[src/rtl/scan_sel_gen.sv]
// Scan select generator for a 3-to-8 decoder: walks the masked positions,
// holding EN high for DIV cycles per position with an optional BLANK gap.
module scan_sel_gen #(
    parameter int DIV   = 4,
    parameter int BLANK = 1
) (
    input  logic       clk,
    input  logic       rst,
    input  logic       run,
    input  logic       step,
    input  logic [7:0] mask,
    output logic       EN,
    output logic [2:0] Sel,
    output logic       wrap
);

    localparam logic [1:0] S_IDLE  = 2'd0;
    localparam logic [1:0] S_SHOW  = 2'd1;
    localparam logic [1:0] S_BLANK = 2'd2;

    localparam logic [7:0] DIV_M1   = 8'(DIV - 1);
    localparam logic [7:0] BLANK_M1 = 8'(BLANK - 1);

    logic [1:0] state;
    logic [7:0] cnt;
    logic [2:0] nxt;
    logic [2:0] idx;
    logic       found;
    logic       nxt_wrap;
    logic       mask_any;

    assign mask_any = |mask;

    // Cyclic search upward from Sel; offset 8 lands back on Sel itself,
    // so a lone set bit at the current position selects it again.
    always_comb begin
        nxt   = Sel;
        idx   = Sel;
        found = 1'b0;
        for (int i = 1; i <= 8; i++) begin
            idx = Sel + 3'(i);
            if (!found && mask[idx]) begin
                nxt   = idx;
                found = 1'b1;
            end
        end
        nxt_wrap = (nxt <= Sel);
    end

    always_ff @(posedge clk) begin
        if (rst) begin
            state <= S_IDLE;
            EN    <= 1'b0;
            Sel   <= 3'b111;
            wrap  <= 1'b0;
            cnt   <= 8'd0;
        end else begin
            wrap <= 1'b0;
            case (state)
                S_IDLE: begin
                    if (mask_any && (run || step)) begin
                        state <= S_SHOW;
                        EN    <= 1'b1;
                        Sel   <= nxt;
                        wrap  <= nxt_wrap;
                        cnt   <= DIV_M1;
                    end
                end
                S_SHOW: begin
                    if (cnt != 8'd0) begin
                        cnt <= cnt - 8'd1;
                    end else if (!mask_any) begin
                        state <= S_IDLE;
                        EN    <= 1'b0;
                    end else if (BLANK > 0) begin
                        state <= S_BLANK;
                        EN    <= 1'b0;
                        cnt   <= BLANK_M1;
                    end else if (run) begin
                        // back-to-back positions: EN stays high while Sel moves
                        Sel  <= nxt;
                        wrap <= nxt_wrap;
                        cnt  <= DIV_M1;
                    end else begin
                        state <= S_IDLE;
                        EN    <= 1'b0;
                    end
                end
                S_BLANK: begin
                    if (cnt != 8'd0) begin
                        cnt <= cnt - 8'd1;
                    end else if (run && mask_any) begin
                        state <= S_SHOW;
                        EN    <= 1'b1;
                        Sel   <= nxt;
                        wrap  <= nxt_wrap;
                        cnt   <= DIV_M1;
                    end else begin
                        state <= S_IDLE;
                    end
                end
                default: begin
                    state <= S_IDLE;
                    EN    <= 1'b0;
                end
            endcase
        end
    end

endmodule

[config.mk]
export PLATFORM = sky130hd
export DESIGN_NAME = scan_sel_gen
export DESIGN_NICKNAME = d
export VERILOG_FILES = /design/src/rtl/scan_sel_gen.sv
export SDC_FILE = /design/constraint.sdc
export NUM_CORES = 1
export LEC_CHECK = 0
export BUFFER_PORTS_ARGS = -buffer_cell sky130_fd_sc_hd__buf_4
export CAP_MARGIN = 20
export CORE_MARGIN = 4
export CORE_UTILIZATION = 55
export CTS_BUF_LIST = sky130_fd_sc_hd__clkbuf_8 sky130_fd_sc_hd__clkbuf_16
export DETAILED_ROUTE_END_ITERATION = 8
export PLACE_DENSITY = 0.8
export SYNTH_ARGS = -nofsm -noshare
export SYNTH_HDL_FRONTEND = slang
export SYNTH_SLANG_ARGS = --single-unit
[constraint.sdc]
create_clock -name clk -period 5.28 [get_ports clk]
set_clock_uncertainty 0.05 [all_clocks]
set_input_delay 1.056 -clock clk [delete_from_list [all_inputs] [get_ports clk]]
set_output_delay 1.056 -clock clk [all_outputs]
set_load 0.01 [all_outputs]
# Word level (Yosys, flattened, before mapping)
# Index checks and enable logic that the tools add are counted.
dict set report totals {
  inputBits 12
  wordCells 112
  ff_bits 15
}
dict set report classes {
  muxes 56
  reduce_logical 26
  n_lt_le_gt_ge 9
  eq_ne 8
  add_sub_neg 8
}
# cell n
set op_table {}
lappend op_table {{$mux 8} 5}
lappend op_table {{$mux 3} 11}
lappend op_table {{$lt 3x4->1 const B} 8}
lappend op_table {{$bmux 1 s3} 8}
lappend op_table {{$pmux 8 s3} 1}
lappend op_table {{$mux 1} 23}
lappend op_table {{$add 3x3->3 const B} 4}
lappend op_table {{$reduce_and 4->1} 3}
lappend op_table {{$logic_and 1x1->1} 9}
lappend op_table {{$mux 2} 4}
lappend op_table {{$ne 2x2->1 const B} 4}
lappend op_table {{$reduce_bool 8->1} 1}
lappend op_table {{$reduce_or 8->1} 1}
lappend op_table {{$sub 8x1->8 const B} 1}
lappend op_table {{$logic_not 1->1} 7}
lappend op_table {{$add 3x2->3 const B} 2}
lappend op_table {{$ne 3x3->1 const B} 2}
lappend op_table {{$pmux 2 s3} 1}
lappend op_table {{$pmux 3 s2} 1}
lappend op_table {{$add 3x1->3 const B} 1}
lappend op_table {{$le 3x3->1} 1}
lappend op_table {{$pmux 1 s3} 1}
lappend op_table {{$reduce_and 3->1} 1}
lappend op_table {{$reduce_bool 3->1} 1}
lappend op_table {{other kinds (6)} 6}

# Depth between registers and ports, before layout
# Gate-level depths: netlist of run 1.
dict set report logic_depth {
  word_depth 29
  depth_mapped 18
  mapped_depth_nobuf 14
}

# Least setup slack after synthesis of run 1
# OpenSTA, ideal clock, no wires.
dict set report synth_timing {
  kind {in2reg}
  startpoint {in mask[2]}
  endpoint {reg wrap}
  n_path_buf 0
  t_required_ns 5.138
  path_stages 12
  slack_ns 1.728
  t_arrival_ns 3.410
  setup_time_ns 0.092
  path_cell_list {mux4_2 > mux2i_4 > or4b_1 > o211a_1 > o21ai_2 > o31ai_1 > o22ai_1 > ha_1 > a21o_1 > a21oi_1 > a31oi_1 > nor4_1}
}
dict set report synth_between {
  elab_chain_cells 28
}
# element line
set synth_rtl {}
lappend synth_rtl {{start: declaration} 11} ;# input logic [7:0] mask,
lappend synth_rtl {{$bmux 1 s3} 42} ;# if (!found && mask[idx]) begin
lappend synth_rtl {{$mux 1 (implied by the code)} 42}
lappend synth_rtl {{$mux 1} 42}
lappend synth_rtl {{$logic_not 1->1} 42}
lappend synth_rtl {{$logic_and 1x1->1} 42}
lappend synth_rtl {{$mux 1} 42}
lappend synth_rtl {{$logic_not 1->1} 42}
lappend synth_rtl {{$logic_and 1x1->1} 42}
lappend synth_rtl {{[13 not listed]} -}
lappend synth_rtl {{$logic_not 1->1} 42}
lappend synth_rtl {{$logic_and 1x1->1} 42}
lappend synth_rtl {{$mux 3 *} 42}
lappend synth_rtl {{via nxt[1]} 26} ;# logic [2:0] nxt;
lappend synth_rtl {{$le 3x3->1 *} 47} ;# nxt_wrap = (nxt <= Sel);
lappend synth_rtl {{$mux 1} 92} ;# end else if (run && mask_any) begin
lappend synth_rtl {{$mux 1} 90} ;# if (cnt != 8'd0) begin
lappend synth_rtl {{$pmux 1 s2 *} 59} ;# case (state)
lappend synth_rtl {{end signal: assignment} 65} ;# wrap <= nxt_wrap;
lappend synth_rtl {{end signal: assignment} 82} ;# wrap <= nxt_wrap;
lappend synth_rtl {{end signal: assignment} 96} ;# wrap <= nxt_wrap;
lappend synth_rtl {{end: declaration} 14} ;# output logic wrap
# Mark *: on every way through the listed nets, which the timed path passes. The rest lies on a longest branch. The select of a mux whose other input is x is not followed.
# A chain may end at the register's enable or synchronous reset.

# Final worst setup path of run 1
dict set report layout_timing {
  startpoint {reg Sel[1]}
  endpoint {reg wrap}
}
dict set report layout_between {
  elab_chain_cells 29
}
# element line
set layout_rtl {}
lappend layout_rtl {{start: declaration} 13} ;# output logic [2:0] Sel,
lappend layout_rtl {{start signal: assignment} 64} ;# Sel <= nxt;
lappend layout_rtl {{start signal: assignment} 81} ;# Sel <= nxt;
lappend layout_rtl {{start signal: assignment} 95} ;# Sel <= nxt;
lappend layout_rtl {{$add 3x1->3} 41} ;# idx = Sel + 3'(i);
lappend layout_rtl {{$bmux 1 s3} 42}
lappend layout_rtl {{$mux 1 (implied by the code)} 42}
lappend layout_rtl {{$mux 1} 42}
lappend layout_rtl {{$logic_not 1->1} 42}
lappend layout_rtl {{$logic_and 1x1->1} 42}
lappend layout_rtl {{$mux 1} 42}
lappend layout_rtl {{$logic_not 1->1} 42}
lappend layout_rtl {{[14 not listed]} -}
lappend layout_rtl {{$logic_not 1->1} 42}
lappend layout_rtl {{$logic_and 1x1->1} 42}
lappend layout_rtl {{$mux 3 *} 42}
lappend layout_rtl {{via nxt[1]} 26}
lappend layout_rtl {{$le 3x3->1 *} 47}
lappend layout_rtl {{$mux 1} 92}
lappend layout_rtl {{$mux 1} 90}
lappend layout_rtl {{$pmux 1 s2 *} 59}
# Marks and branches as above.

==> flow_summary_export.csv, run 1 <==
group,metric,value,unit
status,outcome,"finished clean",
layout,design.final.nets,256,
synth,synth_area_per_cell,7.95,um^2
setup_path,crit_type,"reg2reg",
setup_path,crit_path_max_fanout,18,
worst_hold_path,worstHoldEndpoint,"cnt[5]",
synth,synth_top_cell_by_area,"sky130_fd_sc_hd__dfxtp_1",
synth,synth_enable_flop_cells,0,
die,design.die.area,0.00415,mm^2
synth,yosys_register_bits,15,
clock_tree,max-clock-path-buffers,2,
clock_tree,clock-sinks,15,
sta,clock.fmax,234,MHz
synth,async_flop_share,0,%
clock_tree,clk_latency,250,ps
synth,synthesis.yosys.warnings,0,
sta,final_min_period_over_clock_period,80.9,%
sta,final_number_of_setup_violating_endpoints,0,
sta,max_slew_margin,51.2,%
routing,detailedRoute.firstIterationViolations,105,
setup_path,worst-r2r-setup-slack,1010,ps
placement,dpl-instance-area,0.00186,mm^2
sta,setup_repair_after_global_routing_missed_its_margin,"false",
clock_tree,clkTransAtPathRegs,60,ps
synth,yosys-top-cells-area,"sky130_fd_sc_hd__dfxtp_1 (17%), sky130_fd_sc_hd__ha_1 (7.9%), sky130_fd_sc_hd__mux4_2 (7.7%), sky130_fd_sc_hd__nor2_1 (6.7%), sky130_fd_sc_hd__nand2_1 (5.2%)",
die,start_util,57.3,%
sta,hold_ws,470,ps
layout,final.fill_count,282,
worst_hold_path,timing.hold.worst.class,"reg2reg",
die,die-height,64.4,um
sta,period_needed,4270,ps
sta,timing_max_transition_violations_final,0,
setup_path,endpoint_kind,"flop",
setup_path,critical_path_required,5400,ps
setup_path,critical_path_arrival,4390,ps
clock_tree,post_cts_hold_buffer_count,0,
setup_path,worst_r2r_startpoint,"Sel[1]",
power_and_ir_drop,total_power,1.27,mW
routing,wire_per_inst,15.4,um
synth,syn-num-nets,243,
clock_tree,ctsRootBufferMaster,"sky130_fd_sc_hd__clkbuf_8",
synth,postSynth.topFlopCell,"sky130_fd_sc_hd__dfxtp_1",
grt,grt-ovfl-total,0,
die,floorplan.rows,20,
routing,total_wire_length_after_detailed_routing,4.24,mm
clock_tree,cts_buffer_count,3,
die,core,0.00305,mm^2
clock_tree,post-cts-setup-buffer-count,0,
synth,synth.cell_area,0.00175,mm^2
routing,ant_nets,0,
routing,vias_per_cell,6.08,
clock_tree,cts_tree,"built",
synth,ys_types,49,
synth,syn-instance-count,220,
sta,sum_of_negative_setup_slack,0,ps
setup_path,r2r.worst_path.cells,14,
power_and_ir_drop,irDropWorstVdd,378,uV
sta,worstMarginPinSlew,731,ps
grt,largest_net_degree_at_the_start_of_global_routing,20,
placement,hpwl,3.12,mm
grt,groute.usage.overall,21.1,%
routing,detail_route.drc_violations,0,
placement,port_buffers,16,
routing,detail_route.first_pass.iterations,4,
power_and_ir_drop,power_per_cell_area,663,mW/mm^2
setup_path,timing.critical_path.from_type,"flop",
setup_path,worst_r2r_endpoint,"wrap",
die,io_pins,17,
die,die_width,64.4,um
grt,first_global_vias,1488,
grt,grt_antenna_before_repair,0,
placement,gp_congestion,0.860,
worst_hold_path,hold-path-cell-count,2,
layout,finish.instance_area,0.00191,mm^2
synth,fraction_of_the_yosys_area_taken_by_sequential_cells,17.2,%
layout,number_of_antenna_diodes,0,
sta,number_of_hold_slack_violations_in_the_final_timing_report,0,
routing,dr_total_vias,1678,
sta,layout_setup_ws,1010,ps
synth,synth_largest_type_area_fraction,17.2,%
layout,area_delta_synth_final,9.44,%
job,number_of_maximum_capacitance_constraint_violations,0,
grt,wire_length_of_the_first_global_routing_pass,6.99,mm
power_and_ir_drop,leakage,0.827,nW
worst_hold_path,hold_path.startpoint,"cnt[5]",
clock_tree,ctsResizeCount,0,
layout,final_layout_size_suffix_gt1_share,15.1,%
clock_tree,cts_htree_levels,1,
placement,dp_worst_setup_slack,1060,ps
-- power by group --
part	total (mW)	switching [mW]	internal, mW
registers	0.215	0.0605	0.155
logic	0.958	0.533	0.425
clock network	0.0952	0.0436	0.0517
total	1.27	0.637	0.632
-- metal layers --
| layer | GRT usage, % | vias up | part of all wire, % | routed length [um] |
|---|---|---|---|---|
| met2 | 32.3 | 61 | 46 | 1950 |
| met3 | 5.27 | 7 | 6.4 | 270 |
| met5 | 0 | - | 0 | 0 |
| met1 | 29.6 | 774 | 46 | 1960 |
| li1 | - | 836 | - | - |
| met4 | 5.01 | 0 | 1.3 | 57 |
-- worst max-delay path by stage --
| stage | from | to | slack [ps] | depth (start not counted) |
|---|---|---|---|---|
| detailed placement | Sel[1] | wrap | 1060 | 14 |
| CTS | Sel[1] | wrap | 1050 | 14 |
| finish | Sel[1] | wrap | 1010 | 14 |
| global placement | Sel[1] | wrap | 1290 | 14 |
| floorplan | mask[2] | wrap | 1730 | 12 |
| global route | Sel[1] | wrap | 730 | 14 |
-- cell usage after synthesis (3+ instances only) --
library cell               instances
sky130_fd_sc_hd__o22ai_1           5
sky130_fd_sc_hd__o211ai_1          3
sky130_fd_sc_hd__mux4_2            6
sky130_fd_sc_hd__mux2_2            5
sky130_fd_sc_hd__a21o_1            3
sky130_fd_sc_hd__mux2i_1           8
sky130_fd_sc_hd__nand2_1          24
sky130_fd_sc_hd__o21ai_0           8
sky130_fd_sc_hd__nor4_1            4
sky130_fd_sc_hd__nand2b_1          4
sky130_fd_sc_hd__ha_1             11
sky130_fd_sc_hd__a31oi_1           5
sky130_fd_sc_hd__inv_1            12
sky130_fd_sc_hd__dfxtp_1          15
sky130_fd_sc_hd__xor2_1            7
sky130_fd_sc_hd__nor3_1            4
sky130_fd_sc_hd__a21oi_1           9
sky130_fd_sc_hd__nand4b_1          3
sky130_fd_sc_hd__nand3_1          11
sky130_fd_sc_hd__nor2_1           31
sky130_fd_sc_hd__clkbuf_1          5
-- stage by stage --
step / std cells / util, %
3_3_place_gp: 271 / 61.1
5_1_grt: 276 / 62.7
6_report: 276 / 62.7
2_1_floorplan: 220 / -
3_5_place_dp: 271 / 61.1
4_1_cts: 275 / 62.5
-- layout make-up --
cell class              instances  area, um^2  area share, %
clock buffers                   3        41.3           2.16
clock inverters                 1        3.75          0.196
inverters                      12        45.0           2.35
multi-input cells             183        1340           69.8
flip-flops and latches         15         300           15.7
well taps                      44        55.1           2.88
repair buffers                 18         133           6.93
-- kinds of logic (layout without fill, tap and decap cells) --
logic type                 count (synthesis)  count (layout)  share of synthesized area, %
and+or+nand+nor                           91              91                          24.5
adders and majority gates                 11              11                          7.87
DFF                                       15              15                          17.2
muxes                                     24              24                          21.2
buffers and inverters                     22              34                          6.44
AOI/OAI and AO/OA                         48              48                          18.2
xor gates and xnor gates                   9               9                          4.51
-- cells in the final DEF (no fill, tap or decap), drive strengths merged, types with 4 or more instances in the layout --
| cell | count |
|---|---|
| mux2 | 6 |
| xor2 | 7 |
| o22ai | 5 |
| a21oi | 9 |
| mux2i | 10 |
| nor4 | 4 |
| nand3 | 11 |
| mux4 | 8 |
| ha | 11 |
| nand2 | 24 |
| dfxtp | 15 |
| nor3 | 4 |
| nor2 | 31 |
| inv | 13 |
| a31oi | 5 |
| buf | 18 |
| nand2b | 4 |
| o21ai | 9 |
-- sequential cells by signal, summed over array words and instances (netlist names) --
register  cells
Sel           3
wrap          1
EN            1
cnt           8
state         2
-- worst max-delay path: stages (launching register included) --
cell and delay (ps):
sky130_fd_sc_hd__dfxtp_1 740, sky130_fd_sc_hd__inv_1 330, sky130_fd_sc_hd__ha_1 550, sky130_fd_sc_hd__mux4_2 450, sky130_fd_sc_hd__mux2i_4 250, sky130_fd_sc_hd__or4b_1 460, sky130_fd_sc_hd__o211a_1 150, sky130_fd_sc_hd__o21ai_2 60
sky130_fd_sc_hd__o31ai_1 110, sky130_fd_sc_hd__o22ai_1 200, sky130_fd_sc_hd__ha_1 280, sky130_fd_sc_hd__a21o_1 160, sky130_fd_sc_hd__a21oi_1 140, sky130_fd_sc_hd__a31oi_1 50, sky130_fd_sc_hd__nor4_1 200
Power figures use the tool's default switching activity.
==> run 2, diff against run 1 <==
--- a/config.mk
+++ b/config.mk
@@ -8,10 +8,10 @@
 export BUFFER_PORTS_ARGS = -buffer_cell sky130_fd_sc_hd__buf_4
 export CAP_MARGIN = 20
 export CORE_MARGIN = 4
-export CORE_UTILIZATION = 55
+export CORE_UTILIZATION = 54
 export CTS_BUF_LIST = sky130_fd_sc_hd__clkbuf_8 sky130_fd_sc_hd__clkbuf_16
 export DETAILED_ROUTE_END_ITERATION = 8
-export PLACE_DENSITY = 0.8
+export PLACE_DENSITY = 0.82
 export SYNTH_ARGS = -nofsm -noshare
 export SYNTH_HDL_FRONTEND = slang
 export SYNTH_SLANG_ARGS = --single-unit
==> constraint.sdc (replaced) <==
create_clock -name clk -period 3.4 [get_ports clk]
set_clock_uncertainty 0.05 [all_clocks]
set_input_delay 0.68 -clock clk [delete_from_list [all_inputs] [get_ports clk]]
set_output_delay 0.68 -clock clk [all_outputs]
set_load 0.01 [all_outputs]
==> flow_summary_export.csv, run 2 (same netlist as run 1, synthesis figures left out) <==
group,metric,value,unit
sta,period_needed,3200,ps
setup_path,worst-r2r-setup-slack,200,ps
placement,gp_congestion,0.940,
setup_path,r2r.worst_path.cells,14,
die,die-height,64.9,um
die,design.die.area,0.00421,mm^2
job,number_of_maximum_capacitance_constraint_violations,0,
routing,dr_total_vias,1748,
clock_tree,clkTransAtPathRegs,70,ps
layout,number_of_antenna_diodes,0,
setup_path,worst_r2r_startpoint,"Sel[0]",
routing,detail_route.drc_violations,0,
power_and_ir_drop,power_per_cell_area,1050,mW/mm^2
clock_tree,cts_tree,"built",
die,core,0.00308,mm^2
placement,port_buffers,16,
routing,wire_per_inst,14.8,um
clock_tree,max-clock-path-buffers,2,
power_and_ir_drop,power.clock.fraction,7.0,%
layout,top_register,"cnt",
placement,hpwl,3.24,mm
grt,wire_length_of_the_first_global_routing_pass,7.29,mm
setup_path,critical_path.startpoint,"Sel[0]",
setup_path,endpoint_kind,"flop",
layout,fin_util,67.5,%
grt,largest_net_degree_at_the_start_of_global_routing,16,
placement,dpl-instance-area,0.00196,mm^2
die,io_pins,17,
setup_path,slowest_stage,"sky130_fd_sc_hd__or4b_1",
die,die_width,64.9,um
routing,total_wire_length_after_detailed_routing,4.31,mm
die,floorplan.rows,20,
routing,vias_per_cell,6.01,
setup_path,worst_r2r_endpoint,"wrap",
placement,dp_worst_setup_slack,29.7,ps
power_and_ir_drop,sequentialPowerShare,14.4,%
status,outcome,"finished clean",
setup_path,critical_path_required,3520,ps
layout,reg_top3,"cnt x8, Sel x3, state x2",
routing,detailedRoute.firstIterationViolations,130,
grt,grt-ovfl-total,0,
setup_path,timing.critical_path.from_type,"flop",
power_and_ir_drop,power.share.combinational,78.6,%
clock_tree,cts_buffer_count,3,
routing,detail_route.first_pass.iterations,5,
sta,final_number_of_setup_violating_endpoints,0,
sta,clock.fmax,313,MHz
setup_path,worst-path-buf-inv,1,
layout,final_layout_size_suffix_gt1_share,22.7,%
grt,groute.usage.overall,21.5,%
clock_tree,ctsRootBufferMaster,"sky130_fd_sc_hd__clkbuf_8",
sta,sum_of_negative_setup_slack,0,ps
clock_tree,clk_latency,250,ps
sta,worstMarginPinSlew,580,ps
clock_tree,clock-sinks,15,
setup_path,crit_type,"reg2reg",
sta,number_of_hold_slack_violations_in_the_final_timing_report,0,
layout,design.final.nets,271,
setup_path,worst_path_dominant_cell_family,"compound AO/OA/AOI/OAI gates",
layout,finish.instance_area,0.00208,mm^2
clock_tree,cts_htree_levels,1,
setup_path,timing.critical_path.slowest_cell_delay,450,ps
layout,most-common-layout-cells,"sky130_fd_sc_hd__nor2_1 (31), sky130_fd_sc_hd__buf_4 (31), sky130_fd_sc_hd__nand2_1 (24), sky130_fd_sc_hd__dfxtp_1 (13)",
power_and_ir_drop,switchingPower,1.04,mW
setup_path,cp_cell_sequence,"inv_2 -> ha_4 -> mux4_2 -> mux2i_4 -> or4b_1 -> o211a_1 -> o21ai_2 -> o31ai_1 -> o22ai_1 -> ha_1 -> a21o_1 -> a21oi_1 -> a31oi_1 -> nor4_1",
power_and_ir_drop,total_power,2.18,mW
power_and_ir_drop,irDropWorstVdd,520,uV
routing,ant_nets,0,
power_and_ir_drop,p_int,1.14,mW
die,start_util,56.8,%
setup_path,critical_path_arrival,3320,ps
sta,timing_max_transition_violations_final,0,
sta,max_slew_margin,61.4,%
layout,area_delta_synth_final,18.7,%
setup_path,cp-endpoint,"wrap",
setup_path,crit_path_max_fanout,5,
power_and_ir_drop,switching_share,47.6,%
setup_path,path_depth,14,
grt,first_global_vias,1614,
layout,largest_register_ff_count,8,
sta,layout_setup_ws,201,ps
sta,final_min_period_over_clock_period,94.1,%
worst_hold_path,timing.hold.worst.class,"reg2reg",
grt,grt_antenna_before_repair,0,
power_and_ir_drop,leakage,0.902,nW
[run 2: cell types whose count changed in the layout (fill, tap and decap cells not counted), sizes merged]
cell | previous run | this run
buf | 18 | 33
inv | 13 | 12
clkinv | 0 | 1
[run 2: timing repair]
| action | CTS | global route |
|---|---|---|
| buffers inserted | 0 | 3 |
| hold buffers | 0 | 0 |
| setup endpoints to repair | 0 | 1 |
| resized for setup | 0 | 9 |
[run 2: per-stage QoR]
| stage | hold WS [ps] | std cells |
|---|---|---|
| global route | 514 | 291 |
| finish | 466 | 291 |
| floorplan | 430 | 220 |
| CTS | 469 | 287 |
| detailed placement | 461 | 283 |
| global placement | 450 | 283 |
[run 2: how the worst min path moves through the flow]
stage | depth (start not counted) | endpoint | startpoint
after CTS | 2 | cnt[1] | cnt[1]
final | 2 | cnt[1] | cnt[1]
after floorplan | 2 | cnt[7] | cnt[7]
after detailed placement | 2 | cnt[1] | cnt[1]
after global routing | 2 | EN | EN
after global placement | 2 | cnt[7] | cnt[7]
[run 2: metal layers]
| layer | track usage [%] | up-vias | share of wire [%] |
|---|---|---|---|
| li1 | - | 868 | - |
| met1 | 29.7 | 814 | 46 |
| met2 | 34.6 | 62 | 47 |
| met3 | 4.33 | 4 | 6.3 |
| met4 | 4.49 | 0 | 0.53 |
| met5 | 0 | - | 0 |
[run 2: power groups by stage]
stage,Combinational [mW],Clock [mW],Sequential [mW]
global route,1.89,0.162,0.323
CTS,1.61,0.155,0.310
global placement,1.56,0,0.311
finish,1.71,0.153,0.313
floorplan,1.25,0,0.300
detailed placement,1.60,0,0.313
[run 2: layout make-up]
class                   count  area (um^2)
multi-input cells         183         1370
clock buffers               3         41.3
fillers                   262         1000
clock inverters             1         5.00
inverters                  12         45.0
well taps                  44         55.1
flip-flops and latches     15          308
repair buffers             33          258
[run 2: worst register-to-register path, stage by stage, from the launching register on]
cell and delay, ps:
sky130_fd_sc_hd__dfxtp_4 390, sky130_fd_sc_hd__inv_2 60, sky130_fd_sc_hd__ha_4 300, sky130_fd_sc_hd__mux4_2 350, sky130_fd_sc_hd__mux2i_4 230, sky130_fd_sc_hd__or4b_1 450
sky130_fd_sc_hd__o211a_1 130, sky130_fd_sc_hd__o21ai_2 50, sky130_fd_sc_hd__o31ai_1 90, sky130_fd_sc_hd__o22ai_1 160, sky130_fd_sc_hd__ha_1 270, sky130_fd_sc_hd__a21o_1 170
sky130_fd_sc_hd__a21oi_1 150, sky130_fd_sc_hd__a31oi_1 60, sky130_fd_sc_hd__nor4_1 210
==> run 3, diff against run 2 <==
==> constraint.sdc (replaced) <==
create_clock -name clk -period 3.4 [get_ports clk]
set_clock_uncertainty 0.05 [all_clocks]
set_input_delay 0.68 -clock clk [delete_from_list [all_inputs] [get_ports clk]]
set_output_delay 0.68 -clock clk [all_outputs]
set_load 0.05 [all_outputs]
==> flow_summary_export.csv, run 3 (same netlist as run 1, synthesis figures left out) <==
group,metric,value,unit
status,outcome,"finished clean",
sta,clock.fmax,311,MHz
layout,number_of_antenna_diodes,0,
grt,groute.usage.overall,20.9,%
layout,most-common-layout-cells,"sky130_fd_sc_hd__nor2_1 (31), sky130_fd_sc_hd__buf_4 (31), sky130_fd_sc_hd__nand2_1 (24), sky130_fd_sc_hd__dfxtp_1 (13), sky130_fd_sc_hd__inv_1 (12)",
layout,final_layout_size_suffix_gt1_share,22.0,%
die,floorplan.rows,20,
die,start_util,56.8,%
power_and_ir_drop,leakage,0.890,nW
routing,total_wire_length_after_detailed_routing,4.15,mm
sta,worstMarginPinSlew,1160,ps
routing,vias_per_cell,5.99,
grt,grt_antenna_before_repair,0,
routing,wire_per_inst,14.3,um
die,die_width,64.9,um
setup_path,worst_path_dominant_cell_family,"compound AO/OA/AOI/OAI gates",
die,core,0.00308,mm^2
placement,hpwl,3.14,mm
die,design.die.area,0.00421,mm^2
worst_hold_path,hold_path.startpoint,"cnt[1]",
clock_tree,max-clock-path-buffers,2,
clock_tree,clkTransAtPathRegs,60,ps
setup_path,worst_r2r_startpoint,"Sel[0]",
setup_path,timing.critical_path.from_type,"flop",
power_and_ir_drop,irDropWorstVdd,484,uV
clock_tree,clock-sinks,15,
worst_hold_path,timing.hold.worst.class,"reg2reg",
sta,timing_max_transition_violations_final,0,
routing,ant_nets,0,
clock_tree,post_cts_hold_buffer_count,0,
setup_path,crit_path_max_fanout,10,
sta,number_of_hold_slack_violations_in_the_final_timing_report,0,
layout,design.final.nets,269,
job,number_of_maximum_capacitance_constraint_violations,0,
setup_path,worst-path-buf-inv,1,
setup_path,endpoint_kind,"flop",
die,die-height,64.9,um
power_and_ir_drop,power_per_cell_area,1060,mW/mm^2
sta,final_number_of_setup_violating_endpoints,0,
layout,largest_register_ff_count,8,
routing,detail_route.drc_violations,0,
clock_tree,cts_htree_levels,1,
clock_tree,clk_latency,250,ps
setup_path,cp_cell_sequence,"inv_2 -> ha_4 -> mux4_2 -> mux2i_4 -> or4b_1 -> o211a_1 -> o21ai_2 -> o31ai_2 -> o22ai_1 -> ha_1 -> a21o_1 -> a21oi_1 -> a31oi_1 -> nor4_1",
setup_path,timing.critical_path.slowest_cell_delay,450,ps
grt,first_global_vias,1512,
grt,grt-ovfl-total,0,
power_and_ir_drop,total_power,2.19,mW
layout,fin_util,66.8,%
clock_tree,cts_buffer_count,3,
placement,dp_worst_setup_slack,51.5,ps
die,io_pins,17,
layout,top_register,"cnt",
sta,period_needed,3220,ps
setup_path,crit_type,"reg2reg",
routing,detail_route.first_pass.iterations,4,
sta,final_min_period_over_clock_period,94.6,%
grt,largest_net_degree_at_the_start_of_global_routing,19,
placement,port_buffers,16,
setup_path,slowest_stage,"sky130_fd_sc_hd__or4b_1",
clock_tree,ctsRootBufferMaster,"sky130_fd_sc_hd__clkbuf_8",
sta,max_slew_margin,22.6,%
setup_path,critical_path_required,3510,ps
placement,gp_congestion,0.928,
layout,area_delta_synth_final,17.5,%
setup_path,critical_path_arrival,3320,ps
layout,reg_top3,"cnt x8, Sel x3, state x2",
routing,dr_total_vias,1730,
layout,final.fill_count,267,
sta,layout_setup_ws,184,ps
routing,detailedRoute.firstIterationViolations,81,
clock_tree,cts_tree,"built",
grt,wire_length_of_the_first_global_routing_pass,6.98,mm
setup_path,critical_path.startpoint,"Sel[0]",
==> run 3: changes by cell type in the layout (fill, tap and decap cells not counted), sizes merged <==
cell and change:
inv +1, clkinv -1, buf -2
==> run 3: worst paths after layout <==
check	endpoint	slack, ps	cells after the start
worst min-delay path	cnt[1]	470	2
worst max-delay path	wrap	180	14
worst min register to register	cnt[1]	470	2
worst max register to register	wrap	180	14
==> run 3: metrics by stage <==
step	instances	instance area (um^2)	hold WS, ps	setup TNS [ps]
6_report	289	2060	467	0
5_1_grt	289	2060	491	-18.3
4_1_cts	284	2000	472	0
3_5_place_dp	280	1960	457	0
3_3_place_gp	280	1960	451	0
2_1_floorplan	220	1790	430	0
==> run 3: area by class of cell <==
class | instances | area (um^2) | area share [%]
clock buffer | 3 | 41.3 | 2.01
multi-input combinational | 183 | 1370 | 66.6
tap | 44 | 55.1 | 2.68
timing repair buffer | 31 | 233 | 11.3
clock inverter | 1 | 3.75 | 0.183
sequential | 15 | 308 | 15.0
inverter | 12 | 45.0 | 2.19
==> run 3: power breakdown <==
part           internal, mW  switching (mW)
combinational         0.787           0.944
clock                0.0799          0.0608
sequential            0.246          0.0672
==> run 3: timing repair <==
action                                  4_1_cts  5_1_grt
endpoints found under the setup margin        0        1
resized for setup                             0        2
buffers inserted                              0        5
endpoints found under the hold margin         0        0
==> run 3: layer usage <==
| metal | routed length, um | share of wire, % | vias to the layer above | global-route usage, % |
|---|---|---|---|---|
| li1 | - | - | 860 | - |
| met1 | 1960 | 47 | 803 | 29.3 |
| met2 | 1870 | 45 | 59 | 32.7 |
| met3 | 257 | 6.2 | 8 | 4.33 |
| met4 | 51 | 1.2 | 0 | 5.01 |
| met5 | 0 | 0 | - | 0 |
==> run 3: worst reg2reg max path, stage by stage (launching register included) <==
cell and delay [ps]:
sky130_fd_sc_hd__dfxtp_4 430, sky130_fd_sc_hd__inv_2 80, sky130_fd_sc_hd__ha_4 340, sky130_fd_sc_hd__mux4_2 360, sky130_fd_sc_hd__mux2i_4 220, sky130_fd_sc_hd__or4b_1 450
sky130_fd_sc_hd__o211a_1 130, sky130_fd_sc_hd__o21ai_2 60, sky130_fd_sc_hd__o31ai_2 90, sky130_fd_sc_hd__o22ai_1 180, sky130_fd_sc_hd__ha_1 270, sky130_fd_sc_hd__a21o_1 160
sky130_fd_sc_hd__a21oi_1 120, sky130_fd_sc_hd__a31oi_1 50, sky130_fd_sc_hd__nor4_1 150
